--- src/rtl/link_frame_sequencer_pkg.sv ---
// Shared defaults and FSM state type for the link frame sequencer.
// Kept as a package so the top and the bench agree on widths and encodings.
package link_frame_sequencer_pkg;

  localparam int unsigned LFS_FRAME_W     = 28;
  localparam int unsigned LFS_SYM_W       = 2;
  localparam int unsigned LFS_PIPE_LAT    = 3;
  localparam int unsigned LFS_ILV_TIMEOUT = 64;

  typedef enum logic [1:0] {
    ST_IDLE     = 2'd0,
    ST_WAIT_ILV = 2'd1,
    ST_TX       = 2'd2,
    ST_DRAIN    = 2'd3
  } lfs_state_e;

endpackage

--- src/rtl/link_frame_sequencer_valid_delay.sv ---
// valid_delay_line: DEPTH-cycle delay of a 1-bit valid strobe, async active-low clear.
// DEPTH=0 degenerates to a wire.
module valid_delay_line #(
  parameter int unsigned DEPTH = 3
) (
  input  logic clk,
  input  logic rst_n,
  input  logic valid_i,
  output logic valid_o
);

  if (DEPTH == 0) begin : g_bypass
    assign valid_o = valid_i;
  end else begin : g_shift
    logic [DEPTH-1:0] sr_q;
    logic [DEPTH-1:0] sr_d;

    always_comb begin
      sr_d    = sr_q << 1;
      sr_d[0] = valid_i;
    end

    always_ff @(posedge clk or negedge rst_n) begin
      if (!rst_n) sr_q <= '0;
      else        sr_q <= sr_d;
    end

    assign valid_o = sr_q[DEPTH-1];
  end

endmodule

--- src/rtl/link_frame_sequencer.sv ---
// Frame-level controller: enables the interleaver, serialises the masked frame into
// symbols, re-assembles the demodulated symbols after the pipeline latency, enables the deinterleaver.
module link_frame_sequencer
  import link_frame_sequencer_pkg::*;
#(
  parameter int unsigned FRAME_W     = LFS_FRAME_W,
  parameter int unsigned SYM_W       = LFS_SYM_W,
  parameter int unsigned PIPE_LAT    = LFS_PIPE_LAT,
  parameter int unsigned ILV_TIMEOUT = LFS_ILV_TIMEOUT
) (
  input  logic               clk,
  input  logic               rst,
  input  logic               start,
  input  logic [FRAME_W-1:0] err_mask_i,
  output logic               inter_en_o,
  input  logic               frame_valid_i,
  input  logic [FRAME_W-1:0] frame_i,
  output logic [SYM_W-1:0]   sym_o,
  output logic               sym_valid_o,
  input  logic [SYM_W-1:0]   sym_i,
  output logic [FRAME_W-1:0] frame_o,
  output logic               deinter_en_o,
  output logic               busy_o,
  output logic               done_o,
  output logic               timeout_o,
  output logic [7:0]         frame_cnt_o
);

  localparam int unsigned N_SYM  = FRAME_W / SYM_W;
  localparam int unsigned IDX_W  = (N_SYM > 1) ? $clog2(N_SYM) : 1;
  localparam int unsigned WCNT_W = $clog2(ILV_TIMEOUT + 1);

  lfs_state_e         state_q, state_d;
  logic [FRAME_W-1:0] mask_q, mask_d;
  logic [FRAME_W-1:0] tx_frame_q, tx_frame_d;
  logic [FRAME_W-1:0] frame_q, frame_d;
  logic [IDX_W-1:0]   tx_idx_q, tx_idx_d;
  logic [IDX_W-1:0]   rx_idx_q, rx_idx_d;
  logic [WCNT_W-1:0]  wait_cnt_q, wait_cnt_d;
  logic               inter_en_q, inter_en_d;
  logic               deinter_en_q, deinter_en_d;
  logic               done_q, done_d;
  logic               timeout_q, timeout_d;
  logic [7:0]         frame_cnt_q, frame_cnt_d;
  logic               rx_valid;
  logic               rx_last;

  valid_delay_line #(.DEPTH(PIPE_LAT)) u_valid_dly (
    .clk     (clk),
    .rst_n   (rst),
    .valid_i (sym_valid_o),
    .valid_o (rx_valid)
  );

  assign sym_valid_o = (state_q == ST_TX);
  assign sym_o       = sym_valid_o ? tx_frame_q[SYM_W*tx_idx_q +: SYM_W] : '0;
  assign rx_last     = rx_valid && (rx_idx_q == IDX_W'(N_SYM - 1));

  always_comb begin
    state_d      = state_q;
    mask_d       = mask_q;
    tx_frame_d   = tx_frame_q;
    frame_d      = frame_q;
    tx_idx_d     = tx_idx_q;
    rx_idx_d     = rx_idx_q;
    wait_cnt_d   = wait_cnt_q;
    inter_en_d   = inter_en_q;
    deinter_en_d = deinter_en_q;
    frame_cnt_d  = frame_cnt_q;
    done_d       = 1'b0;
    timeout_d    = 1'b0;

    // Receive side tracks the delayed valid only; completion flags land together
    // so done_o, deinter_en_o and the count all appear in the same cycle.
    if (rx_valid) begin
      frame_d[SYM_W*rx_idx_q +: SYM_W] = sym_i;
      rx_idx_d = rx_last ? '0 : rx_idx_q + 1'b1;
    end
    if (rx_last) begin
      deinter_en_d = 1'b1;
      done_d       = 1'b1;
      frame_cnt_d  = frame_cnt_q + 8'd1;
    end

    unique case (state_q)
      ST_IDLE: begin
        if (start) begin
          mask_d       = err_mask_i;
          deinter_en_d = 1'b0;
          inter_en_d   = 1'b1;
          wait_cnt_d   = '0;
          state_d      = ST_WAIT_ILV;
        end
      end
      ST_WAIT_ILV: begin
        if (frame_valid_i) begin
          tx_frame_d = frame_i ^ mask_q;
          inter_en_d = 1'b0;
          tx_idx_d   = '0;
          state_d    = ST_TX;
        end else if (wait_cnt_q == WCNT_W'(ILV_TIMEOUT - 1)) begin
          inter_en_d = 1'b0;
          timeout_d  = 1'b1;
          state_d    = ST_IDLE;
        end else begin
          wait_cnt_d = wait_cnt_q + 1'b1;
        end
      end
      ST_TX: begin
        if (tx_idx_q == IDX_W'(N_SYM - 1)) state_d = ST_DRAIN;
        else                               tx_idx_d = tx_idx_q + 1'b1;
      end
      // Stay busy through the done cycle so a start there is not accepted.
      ST_DRAIN: begin
        if (done_q) state_d = ST_IDLE;
      end
      default: state_d = ST_IDLE;
    endcase
  end

  always_ff @(posedge clk or negedge rst) begin
    if (!rst) begin
      state_q      <= ST_IDLE;
      mask_q       <= '0;
      tx_frame_q   <= '0;
      frame_q      <= '0;
      tx_idx_q     <= '0;
      rx_idx_q     <= '0;
      wait_cnt_q   <= '0;
      inter_en_q   <= 1'b0;
      deinter_en_q <= 1'b0;
      done_q       <= 1'b0;
      timeout_q    <= 1'b0;
      frame_cnt_q  <= '0;
    end else begin
      state_q      <= state_d;
      mask_q       <= mask_d;
      tx_frame_q   <= tx_frame_d;
      frame_q      <= frame_d;
      tx_idx_q     <= tx_idx_d;
      rx_idx_q     <= rx_idx_d;
      wait_cnt_q   <= wait_cnt_d;
      inter_en_q   <= inter_en_d;
      deinter_en_q <= deinter_en_d;
      done_q       <= done_d;
      timeout_q    <= timeout_d;
      frame_cnt_q  <= frame_cnt_d;
    end
  end

  assign inter_en_o   = inter_en_q;
  assign deinter_en_o = deinter_en_q;
  assign frame_o      = frame_q;
  assign busy_o       = (state_q != ST_IDLE);
  assign done_o       = done_q;
  assign timeout_o    = timeout_q;
  assign frame_cnt_o  = frame_cnt_q;

endmodule
--- config.mk ---
export PLATFORM = sky130hd
export DESIGN_NAME = link_frame_sequencer
export DESIGN_NICKNAME = d
export VERILOG_FILES = /design/src/rtl/link_frame_sequencer_pkg.sv /design/src/rtl/link_frame_sequencer_valid_delay.sv /design/src/rtl/link_frame_sequencer.sv
export SDC_FILE = /design/constraint.sdc
export NUM_CORES = 1
export LEC_CHECK = 0
export ABC_CLOCK_PERIOD_IN_PS = 5050
export BUFFER_PORTS_ARGS = -buffer_cell sky130_fd_sc_hd__buf_2
export CELL_PAD_IN_SITES_DETAIL_PLACEMENT = 0
export CELL_PAD_IN_SITES_GLOBAL_PLACEMENT = 2
export CORE_MARGIN = 2
export CORE_UTILIZATION = 39
export DETAILED_ROUTE_END_ITERATION = 16
export PLACE_DENSITY = 0.9
export SLEW_MARGIN = 25
export SYNTH_ARGS = -nofsm -noshare
export SYNTH_HDL_FRONTEND = slang
export SYNTH_SLANG_ARGS = --single-unit
--- constraint.sdc ---
create_clock -name clk -period 5.05 [get_ports clk]
set_clock_uncertainty 0.15 [all_clocks]
set_input_delay 0.7575 -clock clk [delete_from_list [all_inputs] [get_ports clk]]
set_output_delay 0.7575 -clock clk [all_outputs]
set_load 0.02 [all_outputs]
==> results.py <==
metrics = {
    "run": {
        "max_cap_violations": 0,
    },
    "logic_synthesis": {
        "syn_area_um2": 5230,
        "synthArstFlopShare_pct": 100,
        "synth_top_area_share_pct": 55.5,
        "synth_commonest_cells": "dfrtp_1, mux2_2, nand2_1, o21ai_0, xnor2_1",
        "synth.distinct_cells": 43,
        "synthTopCellsByArea": "dfrtp_1, mux2_2, xnor2_1",
        "synth-edff-count": 0,
        "yosys.area.top_type": "dfrtp_1",
        "synth_seq_cells": 116,
        "synth.most_common_cell": "dfrtp_1",
        "synthCells": 434,
        "yosysSeqAreaShare_pct": 55.5,
        "ys_warn_count": 0,
        "avgSynthCellArea_um2": 12.0,
        "synthFlopType": "dfrtp_1",
        "synth_nets": 505,
    },
    "hold_path": {
        "hp-class": "reg2reg",
    },
    "final_layout": {
        "area_growth_pct": 24.2,
        "fin_area_um2": 6490,
        "drive_gt1_share_pct": 37.0,
        "final_nets": 616,
        "num_antenna_cells": 0,
        "nFillCells": 1238,
    },
    "clock_tree": {
        "clkSlewWorstSetupHoldPaths_ns": 0.05,
        "clock_latency_ns": 0.41,
        "hold_buffers": 0,
        "clock-sinks": 116,
        "post_cts_resized": 0,
        "cts_root_buffer": "clkbuf_16",
        "clock_path_buffers": 2,
        "htree_levels": 4,
        "post_cts_buffers": 0,
        "tritoncts": "built",
        "numCtsBuffers": 17,
    },
    "sta": {
        "finalCriticalPeriod_ns": 3.03,
        "max-slew-margin-rel_pct": 34.7,
        "final_hold_viol_count": 0,
        "timing.fmax_mhz": 330,
        "tightest_slew_ns": 0.977,
        "setup_tns_ns": 0,
        "rsz0062_at_grt": "false",
        "setup_viol": 0,
        "slew_viol_final": 0,
        "period_share_pct": 59.9,
    },
    "floorplan": {
        "fp-row-count": 42,
        "dieHeight_um": 120,
        "io_pins": 106,
        "die_w_um": 120,
        "coreArea_um2": 13200,
        "dieArea_um2": 14300,
        "initial_utilization_pct": 39.6,
    },
    "placed_design": {
        "io_buffers": 105,
        "dp_hpwl_mm": 7.47,
        "place_congestion": 0.825,
        "placed_area_um2": 5930,
    },
    "route": {
        "routed_wl_mm": 10.4,
        "num_vias": 3608,
        "drc_errors": 0,
        "final_antenna_net_count": 0,
        "first_pass_iters": 4,
        "routed_via_density": 4.92,
        "wl_per_cell_um": 14.1,
        "drt_iter0_drc": 147,
    },
    "global_routing": {
        "grt.total_usage_pct": 15.8,
        "grt_overflow": 0,
        "grt_first_pass_wirelength_mm": 17.7,
        "grt_max_degree": 84,
        "grt_use_met2_pct": 26.0,
        "grt_pass1_vias": 3737,
        "grt.busiest_layer": "met2",
        "met1_usage_pct": 19.3,
        "antenna_found_initial": 0,
        "met3_usage_pct": 5.32,
    },
    "setup_path": {
        "rrSetupSlack_ns": 2.38,
        "critPathRequiredTime_ns": 4.14,
        "critPathKind": "reg2out",
        "critPathMaxFanout": 13,
        "crit_path_start_kind": "flip-flop",
        "crit_arrival_ns": 2.12,
        "endpoint_kind": "output pin",
    },
    "power_and_ir_drop": {
        "vdd_drop_max_v": 0.000339,
        "power_density_nw_per_um2": 633,
        "p_leak_nw": 2.99,
    },
    "status": {
        "outcome": "complete, no violations",
    },
}
-- cell families after synthesis --
| group | Yosys count | share of synthesized area (%) |
|---|---|---|
| and+or+nand+nor | 121 | 11.6 |
| DFF | 116 | 55.5 |
| xor gates and xnor gates | 41 | 6.87 |
| buffers and inverters | 25 | 1.94 |
| AOI/OAI and AO/OA | 57 | 6.51 |
| adders and majority gates | 9 | 2.15 |
| muxes | 65 | 15.4 |
-- critical path, stage by stage, from the launching register on --
cell	delay, ns
dfrtp_1	0.72
mux4_2	0.58
o22ai_1	0.18
nor3_1	0.06
buf_2	0.17
-- through the flow --
| stage | power (mW) | instances | util (%) | hold WS, ns | worst slack [ns] |
|---|---|---|---|---|---|
| finish | 4.11 | 733 | 49.2 | 0.198 | 2.02 |
| global route | 4.41 | 733 | 49.2 | 0.210 | 1.87 |
| CTS | 4.17 | 733 | 49.2 | 0.200 | 1.98 |
| detailed placement | 3.03 | 702 | 45.0 | 0.189 | 2.42 |
| global placement | 2.97 | 702 | 45.0 | 0.186 | 2.45 |
| floorplan | 2.60 | 434 | - | 0.181 | 2.55 |
-- layer usage --
layer / part of all wire [%] / vias up / routed length (um)
li1: - / 1735 / -
met1: 44 / 1759 / 4540
met2: 48 / 97 / 5020
met3: 6.1 / 17 / 636
met4: 1.5 / 0 / 159
met5: 0 / - / 0
-- state kept, by name (all words and copies together) (netlist names), 3 cells and up, named ones only --
signal	cells
u_valid_dly.g_shift.sr_q	3
frame_o	28
mask_q	28
tx_frame_q	28
tx_idx_q	4
rx_idx_q	4
wait_cnt_q	7
frame_cnt_o	8
-- placed cells by master, fill, tap and decap left out, types with 9 or more instances in the layout --
cell / synthesis / layout
inv_1: 11 / 11
o21ai_0: 40 / 40
dfrtp_1: 116 / 116
ha_1: 9 / 9
nor2_1: 16 / 16
xnor2_1: 34 / 34
mux2_2: 55 / 55
buf_2: 6 / 104
clkbuf_16: 0 / 17
nand2_1: 52 / 51
-- power by group --
group	internal [mW]	total [mW]	switching (mW)
clock	0.735	1.12	0.380
combinational	0.652	1.35	0.695
sequential	1.33	1.65	0.317
total	2.72	4.11	1.39
-- layout make-up --
cell class | count | area, um^2 | share of cell area [%]
clock buffers | 27 | 513 | 7.90
clock inverters | 4 | 45.0 | 0.694
inverters | 11 | 41.3 | 0.636
multi-input cells | 293 | 2230 | 34.4
flip-flops and latches | 116 | 2900 | 44.7
well taps | 176 | 220 | 3.39
repair buffers | 106 | 539 | 8.30
-- worst paths after layout --
| check | start | end | cells after the start |
|---|---|---|---|
| max | tx_idx_q[0] | sym_o[0] | 4 |
| min | u_valid_dly.g_shift.sr_q[0] | u_valid_dly.g_shift.sr_q[1] | 0 |
| max reg2reg | rx_idx_q[1] | frame_o[25] | 6 |
| min reg2reg | u_valid_dly.g_shift.sr_q[0] | u_valid_dly.g_shift.sr_q[1] | 0 |
| max in group asynchronous | rst | deinter_en_o | 2 |
| min in group asynchronous | rst | frame_o[12] | 1 |
Power figures use the tool's default switching activity.
